File: config.mk
export PLATFORM = sky130hd
export DESIGN_NAME = race_timer_board
export DESIGN_NICKNAME = d
export VERILOG_FILES = /design/src/rtl/race_timer_board.sv
export SDC_FILE = /design/constraint.sdc
export NUM_CORES = 1
export LEC_CHECK = 0
export BUFFER_PORTS_ARGS = -buffer_cell sky130_fd_sc_hd__buf_2
export CAP_MARGIN = 5
export CORE_MARGIN = 1.5
export CORE_UTILIZATION = 50
export CTS_BUF_LIST = sky130_fd_sc_hd__clkbuf_4
export DETAILED_ROUTE_END_ITERATION = 10
export GPL_TIMING_DRIVEN = 0
export PLACE_DENSITY = 0.74
export SETUP_SLACK_MARGIN = 0.02
export SLEW_MARGIN = 20
export SYNTH_ARGS = -nofsm -noshare
export SYNTH_HDL_FRONTEND = slang
export SYNTH_SLANG_ARGS = --single-unit
File: constraint.sdc
create_clock -name clk -period 12.25 [get_ports clk]
set_clock_uncertainty 0.2 [all_clocks]
set_input_delay 2.45 -clock clk [delete_from_list [all_inputs] [get_ports clk]]
set_output_delay 2.45 -clock clk [all_outputs]
set_load 0.05 [all_outputs]
File: src/rtl/race_timer_board.sv
// race_timer_board: run timer with start/pause/finish control and a sorted leaderboard of the DEPTH lowest finish times.
// Ports: clk, reset_n (sync, active low); start/pause/gameover/clear_scores from the game FSM;
// rd_idx selects a leaderboard entry for the registered rd_data read port; cur_time/running/overflow
// report the live run; best_time is entry 0; last_rank/rank_valid/new_record report the last finished run.
module race_timer_board #(
  parameter int CLK_FREQ = 100000000,
  parameter int TICK_RATE = 10,
  parameter int TW = 16,
  parameter int DEPTH = 4,
  parameter int IW = 2
) (
  input  logic          clk,
  input  logic          reset_n,
  input  logic          start,
  input  logic          pause,
  input  logic          gameover,
  input  logic          clear_scores,
  input  logic [IW-1:0] rd_idx,
  output logic [TW-1:0] cur_time,
  output logic          running,
  output logic          overflow,
  output logic [TW-1:0] best_time,
  output logic [TW-1:0] rd_data,
  output logic [IW:0]   last_rank,
  output logic          rank_valid,
  output logic          new_record
);
  localparam int TICK_DIV = CLK_FREQ / TICK_RATE;
  localparam int DW = $clog2(TICK_DIV);
  localparam logic [TW-1:0] EMPTY = '1;
  localparam logic [TW-1:0] MAX = EMPTY - 1'b1;
  localparam logic [TW-1:0] PRE = MAX - 1'b1;
  localparam logic [IW:0] NO_RANK = (IW+1)'(DEPTH);
  localparam logic [DW-1:0] DIV_LAST = DW'(TICK_DIV - 1);
  typedef enum logic [1:0] {IDLE, RUNNING, FINISH, DONE} state_t;
  state_t state, state_nx;
  logic gameover_q, go_edge, tick;
  logic [DW-1:0] div;
  logic [TW-1:0] entries [DEPTH];
  logic [TW-1:0] base [DEPTH];
  logic [TW-1:0] ins [DEPTH];
  logic [IW:0] cnt, rank;
  assign go_edge = gameover & ~gameover_q;
  assign tick = state == RUNNING && !pause && div == DIV_LAST;
  assign running = state == RUNNING;
  assign best_time = entries[0];
  always_comb begin
    state_nx = state;
    case (state)
      IDLE:    state_nx = start ? RUNNING : IDLE;
      RUNNING: state_nx = start ? RUNNING : go_edge ? FINISH : RUNNING;
      FINISH:  state_nx = DONE;
      DONE:    state_nx = start ? RUNNING : DONE;
      default: state_nx = IDLE;
    endcase
  end
  // A clear coinciding with the insertion is applied first, so the run is ranked against an empty board.
  always_comb begin
    cnt = '0;
    for (int i = 0; i < DEPTH; i++) begin
      base[i] = clear_scores ? EMPTY : entries[i];
      cnt = cnt + (IW+1)'(base[i] <= cur_time);
    end
    rank = overflow ? NO_RANK : cnt;
    for (int i = 0; i < DEPTH; i++)
      ins[i] = i < int'(rank) ? base[i] : i == int'(rank) ? cur_time : base[i == 0 ? 0 : i - 1];
  end
  always_ff @(posedge clk) begin
    if (!reset_n) begin
      state <= IDLE;
      gameover_q <= 1'b0;
      div <= '0;
      cur_time <= '0;
      overflow <= 1'b0;
      entries <= '{default: EMPTY};
      last_rank <= NO_RANK;
      rank_valid <= 1'b0;
      new_record <= 1'b0;
      rd_data <= EMPTY;
    end else begin
      state <= state_nx;
      gameover_q <= gameover;
      if (start && state != FINISH) begin
        div <= '0;
        cur_time <= '0;
        overflow <= 1'b0;
      end else if (state == RUNNING && !pause) begin
        div <= tick ? '0 : div + 1'b1;
        if (tick && cur_time != MAX) cur_time <= cur_time + 1'b1;
        if (tick && cur_time == PRE) overflow <= 1'b1;
      end
      if (state == FINISH) entries <= ins;
      else if (clear_scores) entries <= '{default: EMPTY};
      last_rank <= state == FINISH ? rank : clear_scores ? NO_RANK : last_rank;
      rank_valid <= state == FINISH;
      new_record <= state == FINISH && rank == '0;
      rd_data <= int'(rd_idx) < DEPTH ? entries[rd_idx] : EMPTY;
    end
  end
endmodule

* After elaboration in Yosys (flattened, before gate mapping)
Cells that the tools add are included.
** Storage, ports and cells
- Flip-flop bits (word level) :: 129
- Output and inout port bits :: 55
- RAM bits :: 0
- Memories :: 0
- Word-level logic and storage cells :: 81
- Bits in read-only memories :: 0
- Bits in latches :: 0
** Cells by class
- Bitwise gates (word level) :: 4
- Shift operators :: 0
- $lt $le $gt $ge :: 9
- Add/subtract/negate cells :: 5
- Equality and inequality tests :: 10
- Multipliers :: 0
- Multiplexer cells :: 26
- Reductions and logical operators :: 14
- Divide/modulo/power cells :: 0
** Operators with widths (number)
- $mux 16 :: 14
- $mux 64 :: 2
- $le 16x16->1 :: 4
- $bmux 16 s2 :: 1
- $add 24x1->24 const B :: 1
- $eq 24x24->1 const B :: 1
- $mux 24 :: 1
- $add 16x1->16 const B :: 1
- $eq 16x16->1 const B :: 1
- $ne 16x16->1 const B :: 1
- $mux 3 :: 3
- $pmux 2 s4 :: 1
- $eq 3x3->1 const A :: 2
- $logic_and 1x1->1 :: 6
- $logic_not 3->1 :: 2
- $lt 1x3->1 const A :: 2
- $lt 2x3->1 const A :: 2
- $mux 2 :: 3
- $eq 2x2->1 const B :: 2
- $reduce_and 2->1 :: 2
- $add 2x1->3 :: 1
- $add 3x1->3 :: 1
- $eq 2x3->1 const A :: 1
- $ge 3x3->1 const B :: 1
- other kinds (11) :: 12

* Logic depth before layout (Yosys ltp)
Gate-level depths: netlist of the first run.
- Depth after elaboration :: 10
- Depth in mapped cells :: 21
- Gate-level depth less buffers :: 16

* Worst setup path after synthesis of the first run
Ideal clock, no wire load.
- Kind :: input to register
- Start :: input clear_scores
- End :: register entries[30] (netlist bit)
- Cell stages on the path :: 21
- Library setup time :: 79 ps
- Path slack :: 5243 ps
- Arrival time :: 6728 ps
- Path buffers :: 5
- Cells stage by stage :: clkbuf_1 clkbuf_1 or2_2 ha_1 a21o_1 a21oi_1 nor2b_1 o31ai_1 a21oi_1 fa_1 inv_1 ha_1 ha_1 or4b_2 clkbuf_1 or2_2 clkbuf_1 o21ai_1 clkbuf_1 o211ai_1 o211ai_1
** On the way
- Longest elaborated chain between the ends :: 10
- Elaborated cells between the ends (all ways) :: 18
- Classes of those cells :: add/sub (3); order compare (5); eq/ne (1); mux (8); reduce/logical (1)
** RTL lines
- from (decl) :: RTL line 17 : input logic clear_scores,
- parallel branches: the longest is 10 deep, another holds $le 16x16->1
- to (signal assigned) :: RTL line 92 : if (state == FINISH) entries <= ins;
- to (decl) :: RTL line 39 : logic [TW-1:0] entries [DEPTH];
Several ways; the timed one is not identified.
A chain may end at the register's enable or synchronous reset.

* Final worst setup path of the first run
- Start :: input clear_scores
- End :: register entries (netlist bit best_time[10])
** On the way
- Longest elaborated chain between the ends :: 10
- Elaborated cells between the ends (all ways) :: 18
- Classes of those cells :: add/sub (3); order compare (5); mux (8); reduce/logical (2)
** RTL lines
- parallel branches: the longest is 10 deep, another holds $le 16x16->1
Several ways; the timed one is not identified.

==> results of run 1 <==
[path summary, 6_finish.rpt]
| kind | from | endpoint | depth (start not counted) |
|---|---|---|---|
| max | clear_scores | best_time[10] | 21 |
| min | div[1] | div[1] | 2 |
| max reg2reg | cur_time[3] | best_time[10] | 19 |
| min reg2reg | div[1] | div[1] | 2 |
[cell families (layout without fill, tap and decap cells)]
logic type      after synthesis  count (layout)  synth area share
compound gates              191             191            0.1623
flops                       129             129            0.3300
mux                          17              17           0.04732
buf+inv                     120             211           0.06571
xor+xnor                     21              21           0.02350
fa+ha+maj                    71              71            0.1145
other cells                   0               1                 0
simple gates                393             393            0.2568
[metrics by stage]
stage,setup slack [ps],std cells
floorplan,5243,942
global placement,3529,1212
detailed placement,3521,1212
CTS,4143,1244
global route,3780,1245
finish,3960,1245
[area by class of cell]
type                       count  area (um2)
fill                        1458        6550
clock inverter                15       186.4
buffer                        78       356.6
multi-input combinational    693        4736
clock buffer                  17       127.6
timing repair buffer          59       295.3
inverter                      42       157.7
antenna                        1       2.502
tap                          211       264.0
sequential                   129        2582
[power groups by stage]
stage	combinational [mW]	sequential [mW]	clock, mW
after CTS	0.0879	0.434	0.333
after floorplan	0.0574	0.446	0
after detailed placement	0.0876	0.443	0
final	0.0896	0.434	0.333
after global placement	0.0866	0.443	0
after global routing	0.0960	0.435	0.352
[worst max-delay path, cell delays in order]
cell      delay, ps
buf_2           170
clkbuf_1        420
clkbuf_1        610
or2_2           250
ha_1            250
a21o_1          180
a21o_1          180
a211oi_1        370
a21oi_1         130
fa_1            500
inv_1            50
ha_1            200
ha_1            200
or4b_2          600
clkbuf_1        210
or2_2           310
clkbuf_1        200
nor2_1          620
buf_2           490
nor2_1           70
o21ai_0         140
[cells in the mapped netlist (all sizes together) (32+ instances only)]
| cell type | instances |
|---|---|
| dfxtp | 129 |
| nor2 | 104 |
| nand2 | 71 |
| ha | 70 |
| clkbuf | 55 |
| o211ai | 51 |
| or2 | 47 |
| inv | 42 |
| a21oi | 41 |
| nand3 | 39 |
| o21ai | 38 |
| nand2b | 32 |
[layer usage]
layer,routed length (um),track usage,share of wire,vias up
li1,-,-,-,3504
met1,11200,0.4187,0.45,3482
met2,10930,0.4738,0.44,327
met4,843,0.1434,0.034,0
met3,1775,0.05760,0.072,63
met5,0,0,0,-
[sequential cells by signal, indices dropped and copies added, names as in the netlist]
| register | cells |
|---|---|
| state | 2 |
| rd_data | 16 |
| gameover_q | 1 |
| new_record | 1 |
| last_rank | 3 |
| best_time | 16 |
| entries | 48 |
| div | 24 |
| rank_valid | 1 |
| overflow | 1 |
| cur_time | 16 |
==> flow_summary.ini, run 1 <==
[run_status]
status = finished, final reports clean

[critical_path]
endpoint_kind = flop
critPathLaunchType = primary input
worst-setup-path-type = in -> reg
cp.required_ps = 12580
arrival_ps = 8620
crit_fanout = 10
worst-r2r-setup-slack_ps = 6030

[finish]
final_common_cell = dfxtp_1
final_cell_area_um2 = 8708
layout_common_cells = dfxtp_1 (129), nor2_1 (104), nand2_1 (71)
fin_nets = 1099
final_layout_size_suffix_gt1_frac = 0.1733
areaGrowthSynthToFinish_pct = 11.27
final_util = 0.5707

[pwr]
p_total_mw = 0.8565
p_leak_nw = 3.190
p_per_area_nw_per_um2 = 98.36
clkPwrFrac = 0.389
combPwrFrac = 0.105
pwr-share-seq = 0.506
switching_share = 0.2995
p_int_mw = 0.6000
peakVddDrop_v = 0.00006076
switchingPower_mw = 0.2565

[detailed_routing]
dr_total_vias = 7376
wl_um = 24750
avgRoutedWirePerCell_um = 19.88
drtAntennaViolNets = 0
drtIter0Drc = 663
drc = 0
viasPerCell = 5.924
drtPass1Iterations = 6

[die]
io_pins = 63
die_area_um2 = 16410
die_y_um = 128.1
core_um2 = 15260
rows = 45
die_w_um = 128.1
start_util = 0.5129

[timing]
worst_pin_slew_ps = 1051
fmax_ghz = 0.1206
layout_min_cycle_time_ps = 8290
final.setup.tns_ps = 0
relSlewSlack = 0.2994
hold_slack_ps = 280.3
finalCritPeriodShare = 0.6768
slew_violations = 0
rsz0062_at_grt = no
setup_viol = 0
final_hold_viol_count = 0

[global_routing]
grt_pass1_vias = 6798
grt_overflow = 0
antenna_found_initial = 2
grt_max_degree = 17
grt_pass1_wl_um = 37780
track_usage = 0.3080

[cts]
insertion_delay_ps = 610
cts_tree = built
cts-resized-gates = 0
clock-sinks = 129
clk_pin_slew_ps = 120
post-cts-setup-buffers = 0
h-tree-depth = 4
clockBufferDepth = 2
cts_made_buffers = 17
root_buffer = clkbuf_4
ctsHoldBuffers = 0

[logic_synthesis]
yosysUniqueCellTypes = 52
yosys-top-cells-area = dfxtp_1 (33%), ha_1 (11%), nor2_1 (5.0%)
synth-async-reset-ratio = 0
netlist_area_um2 = 7826
synth-seq-area-share = 0.3300
synth.largest_area_cell = dfxtp_1
syn_nets = 1021
ys_ff_latch = 129
syn_area_per_cell_um2 = 8.308
synth_top_area_frac = 0.3300
synthFlopType = dfxtp_1
yosysWarnings = 0
synth_edf_count = 0
postSynthCellCount = 942

[place]
portBuffers = 59
hpwlAfterDp_um = 17840
gp_congestion = 0.9594
place_area_um2 = 8386

[min_path]
hold_class = reg -> reg

[run]
maxCapViolCount = 0
Power figures use the tool's default switching activity.
==> run 2: changes to the inputs <==
--- a/config.mk
+++ b/config.mk
@@ -12,7 +12,7 @@
 export CTS_BUF_LIST = sky130_fd_sc_hd__clkbuf_4
 export DETAILED_ROUTE_END_ITERATION = 10
 export GPL_TIMING_DRIVEN = 0
-export PLACE_DENSITY = 0.74
+export PLACE_DENSITY = 0.77
 export SETUP_SLACK_MARGIN = 0.02
 export SLEW_MARGIN = 20
 export SYNTH_ARGS = -nofsm -noshare
==> constraint.sdc (replaced) <==
create_clock -name clk -period 7.6 [get_ports clk]
set_clock_uncertainty 0.2 [all_clocks]
set_input_delay 1.52 -clock clk [delete_from_list [all_inputs] [get_ports clk]]
set_output_delay 1.52 -clock clk [all_outputs]
set_load 0.05 [all_outputs]
==> flow_summary.ini, run 2 (synthesis results as in run 1) <==
[finish]
multi_input_area_um2 = 4738
reg.largest.list = entries x48, div x24
areaGrowthSynthToFinish_pct = 11.40
largest_register_ffs = 48
ff_latch_area_um2 = 2582
layout_common_cells = dfxtp_1 (129), nor2_1 (103), nand2_1 (71)
fin_nets = 1099
largest-register = entries
num-fill-cells = 1417
final_common_cell = dfxtp_1
final_layout_size_suffix_gt1_frac = 0.1742
n_antenna_cell = 0

[critical_path]
critPathLaunchType = primary input
reg2regPathDepth = 19
critical_path.top_delay_family = buffers and inverters
crit_top_cell = clkbuf_1
arrival_ps = 7570
r2r-start = cur_time[3]
crit_slowest_cell = clkbuf_1
endpoint_kind = flop
cp_num_buf_inv = 7
worst-r2r-setup-slack_ps = 1670
path_cells = buf_2 > clkbuf_1 > clkbuf_1 > or2_2 > ha_1 > a21o_1 > a21o_1 > a211oi_1 > a21oi_1 > fa_1 > inv_1 > ha_1 > ha_1 > or4b_2 > clkbuf_1 > or2_2 > clkbuf_1 > nor2_2 > buf_2 > nor2_1 > o21ai_0
cp.required_ps = 7910
crit_fanout = 10
slowest_delay_ps = 660
r2r_end = best_time[15]
worst-setup-path-type = in -> reg

[pwr]
combPwrFrac = 0.104
p_total_mw = 1.388
peakVddDrop_v = 0.0001576
pwr-share-seq = 0.503
p_leak_nw = 3.204
p_per_area_nw_per_um2 = 159.2
p_int_mw = 0.9999
switchingPower_mw = 0.3883
clkPwrFrac = 0.393
switching_share = 0.2797

[detailed_routing]
drtAntennaViolNets = 0
wl_um = 24310
dr_total_vias = 7397
drtPass1Iterations = 5
drtIter0Drc = 755
drc = 0
avgRoutedWirePerCell_um = 19.54
viasPerCell = 5.946

[cts]
cts_made_buffers = 17
clock-sinks = 129
ctsHoldBuffers = 0
clk_pin_slew_ps = 130
insertion_delay_ps = 580
h-tree-depth = 4
clockBufferDepth = 2
cts_tree = built
root_buffer = clkbuf_4

[die]
die_w_um = 128.1
rows = 45
start_util = 0.5129
die_y_um = 128.1
die_area_um2 = 16410
io_pins = 63
core_um2 = 15260

[run_status]
status = finished, final reports clean

[place]
gp_congestion = 0.9422
portBuffers = 59
hpwlAfterDp_um = 17550

[global_routing]
grt_overflow = 0
antenna_found_initial = 0
grt_max_degree = 17
grt_pass1_wl_um = 38240
track_usage = 0.3089
grt_pass1_vias = 6945

[run]
maxCapViolCount = 0

[timing]
setup_viol = 0
final_hold_viol_count = 0
layout_min_cycle_time_ps = 7263
worst_pin_slew_ps = 956.4
fmax_ghz = 0.1377
slew_violations = 0
relSlewSlack = 0.3624
finalCritPeriodShare = 0.9556
rsz0062_at_grt = no
final.setup.tns_ps = 0

[min_path]
min_path_cells = 2
hold_start = div[1]
min_to = div[1]
hold_class = reg -> reg
-- run 2: worst register-to-register path, stage by stage (launching register included) --
cell	delay, ps
dfxtp_1	340
clkbuf_1	450
inv_1	350
ha_1	420
a21oi_1	150
a21oi_1	110
o31ai_1	220
a21oi_1	130
fa_1	560
inv_1	40
ha_1	200
ha_1	200
or4b_2	600
clkbuf_1	210
or2_2	300
clkbuf_1	200
nor2_2	470
buf_2	450
nor2_1	70
o21ai_0	180
-- run 2: power groups by stage --
stage	Sequential [mW]	Clock, mW	Combinational (mW)
5_1_grt	0.701	0.584	0.154
6_report	0.699	0.545	0.144
2_1_floorplan	0.719	0	0.0925
4_1_cts	0.699	0.547	0.141
3_5_place_dp	0.714	0	0.140
3_3_place_gp	0.713	0	0.138
-- run 2: stage by stage --
step / setup WS (ps) / instances / hold WS [ps] / util / instance area [um2]
after floorplan: 1523 / 942 / 248.6 / - / 7826
after global placement: -169.8 / 1212 / 259.2 / 0.5496 / 8386
after detailed placement: -239.1 / 1212 / 279.6 / 0.5496 / 8386
after global routing: 108.8 / 1244 / 322.2 / 0.5714 / 8718
after CTS: 311.5 / 1244 / 296.7 / 0.5707 / 8708
final: 337.2 / 1244 / 294.9 / 0.5714 / 8718
-- run 2: area by class of cell --
cell class,count,area share
Multi-Input combinational cell,693,0.5435
Inverter,42,0.01808
Sequential cell,129,0.2962
Timing Repair Buffer,59,0.03387
Clock inverter,14,0.02153
Clock buffer,18,0.01550
Tap cell,211,0.03028
Buffer,78,0.04104
-- run 2: worst max-delay path by stage --
stage	start	endpoint	slack, ps	cells past startpoint
floorplan	clear_scores	entries[30]	1520	21
global placement	clear_scores	best_time[15]	-170	21
detailed placement	clear_scores	best_time[15]	-240	21
CTS	clear_scores	best_time[15]	310	21
global route	clear_scores	best_time[15]	110	22
finish	clear_scores	best_time[15]	340	21
-- run 2: layer usage --
| metal | GRT usage | vias to the layer above | routed length, um | share of wire |
|---|---|---|---|---|
| li1 | - | 3493 | - | - |
| met3 | 0.06177 | 85 | 2174 | 0.089 |
| met2 | 0.4775 | 353 | 10680 | 0.44 |
| met1 | 0.4097 | 3466 | 10340 | 0.43 |
| met5 | 0 | - | 0 | 0 |
| met4 | 0.1580 | 0 | 1111 | 0.046 |
-- run 2: what timing repair did --
item | 4_1_cts | 5_1_grt
gates resized for setup | 0 | 1
setup endpoints to repair | 0 | 9
buffers inserted | 0 | 0
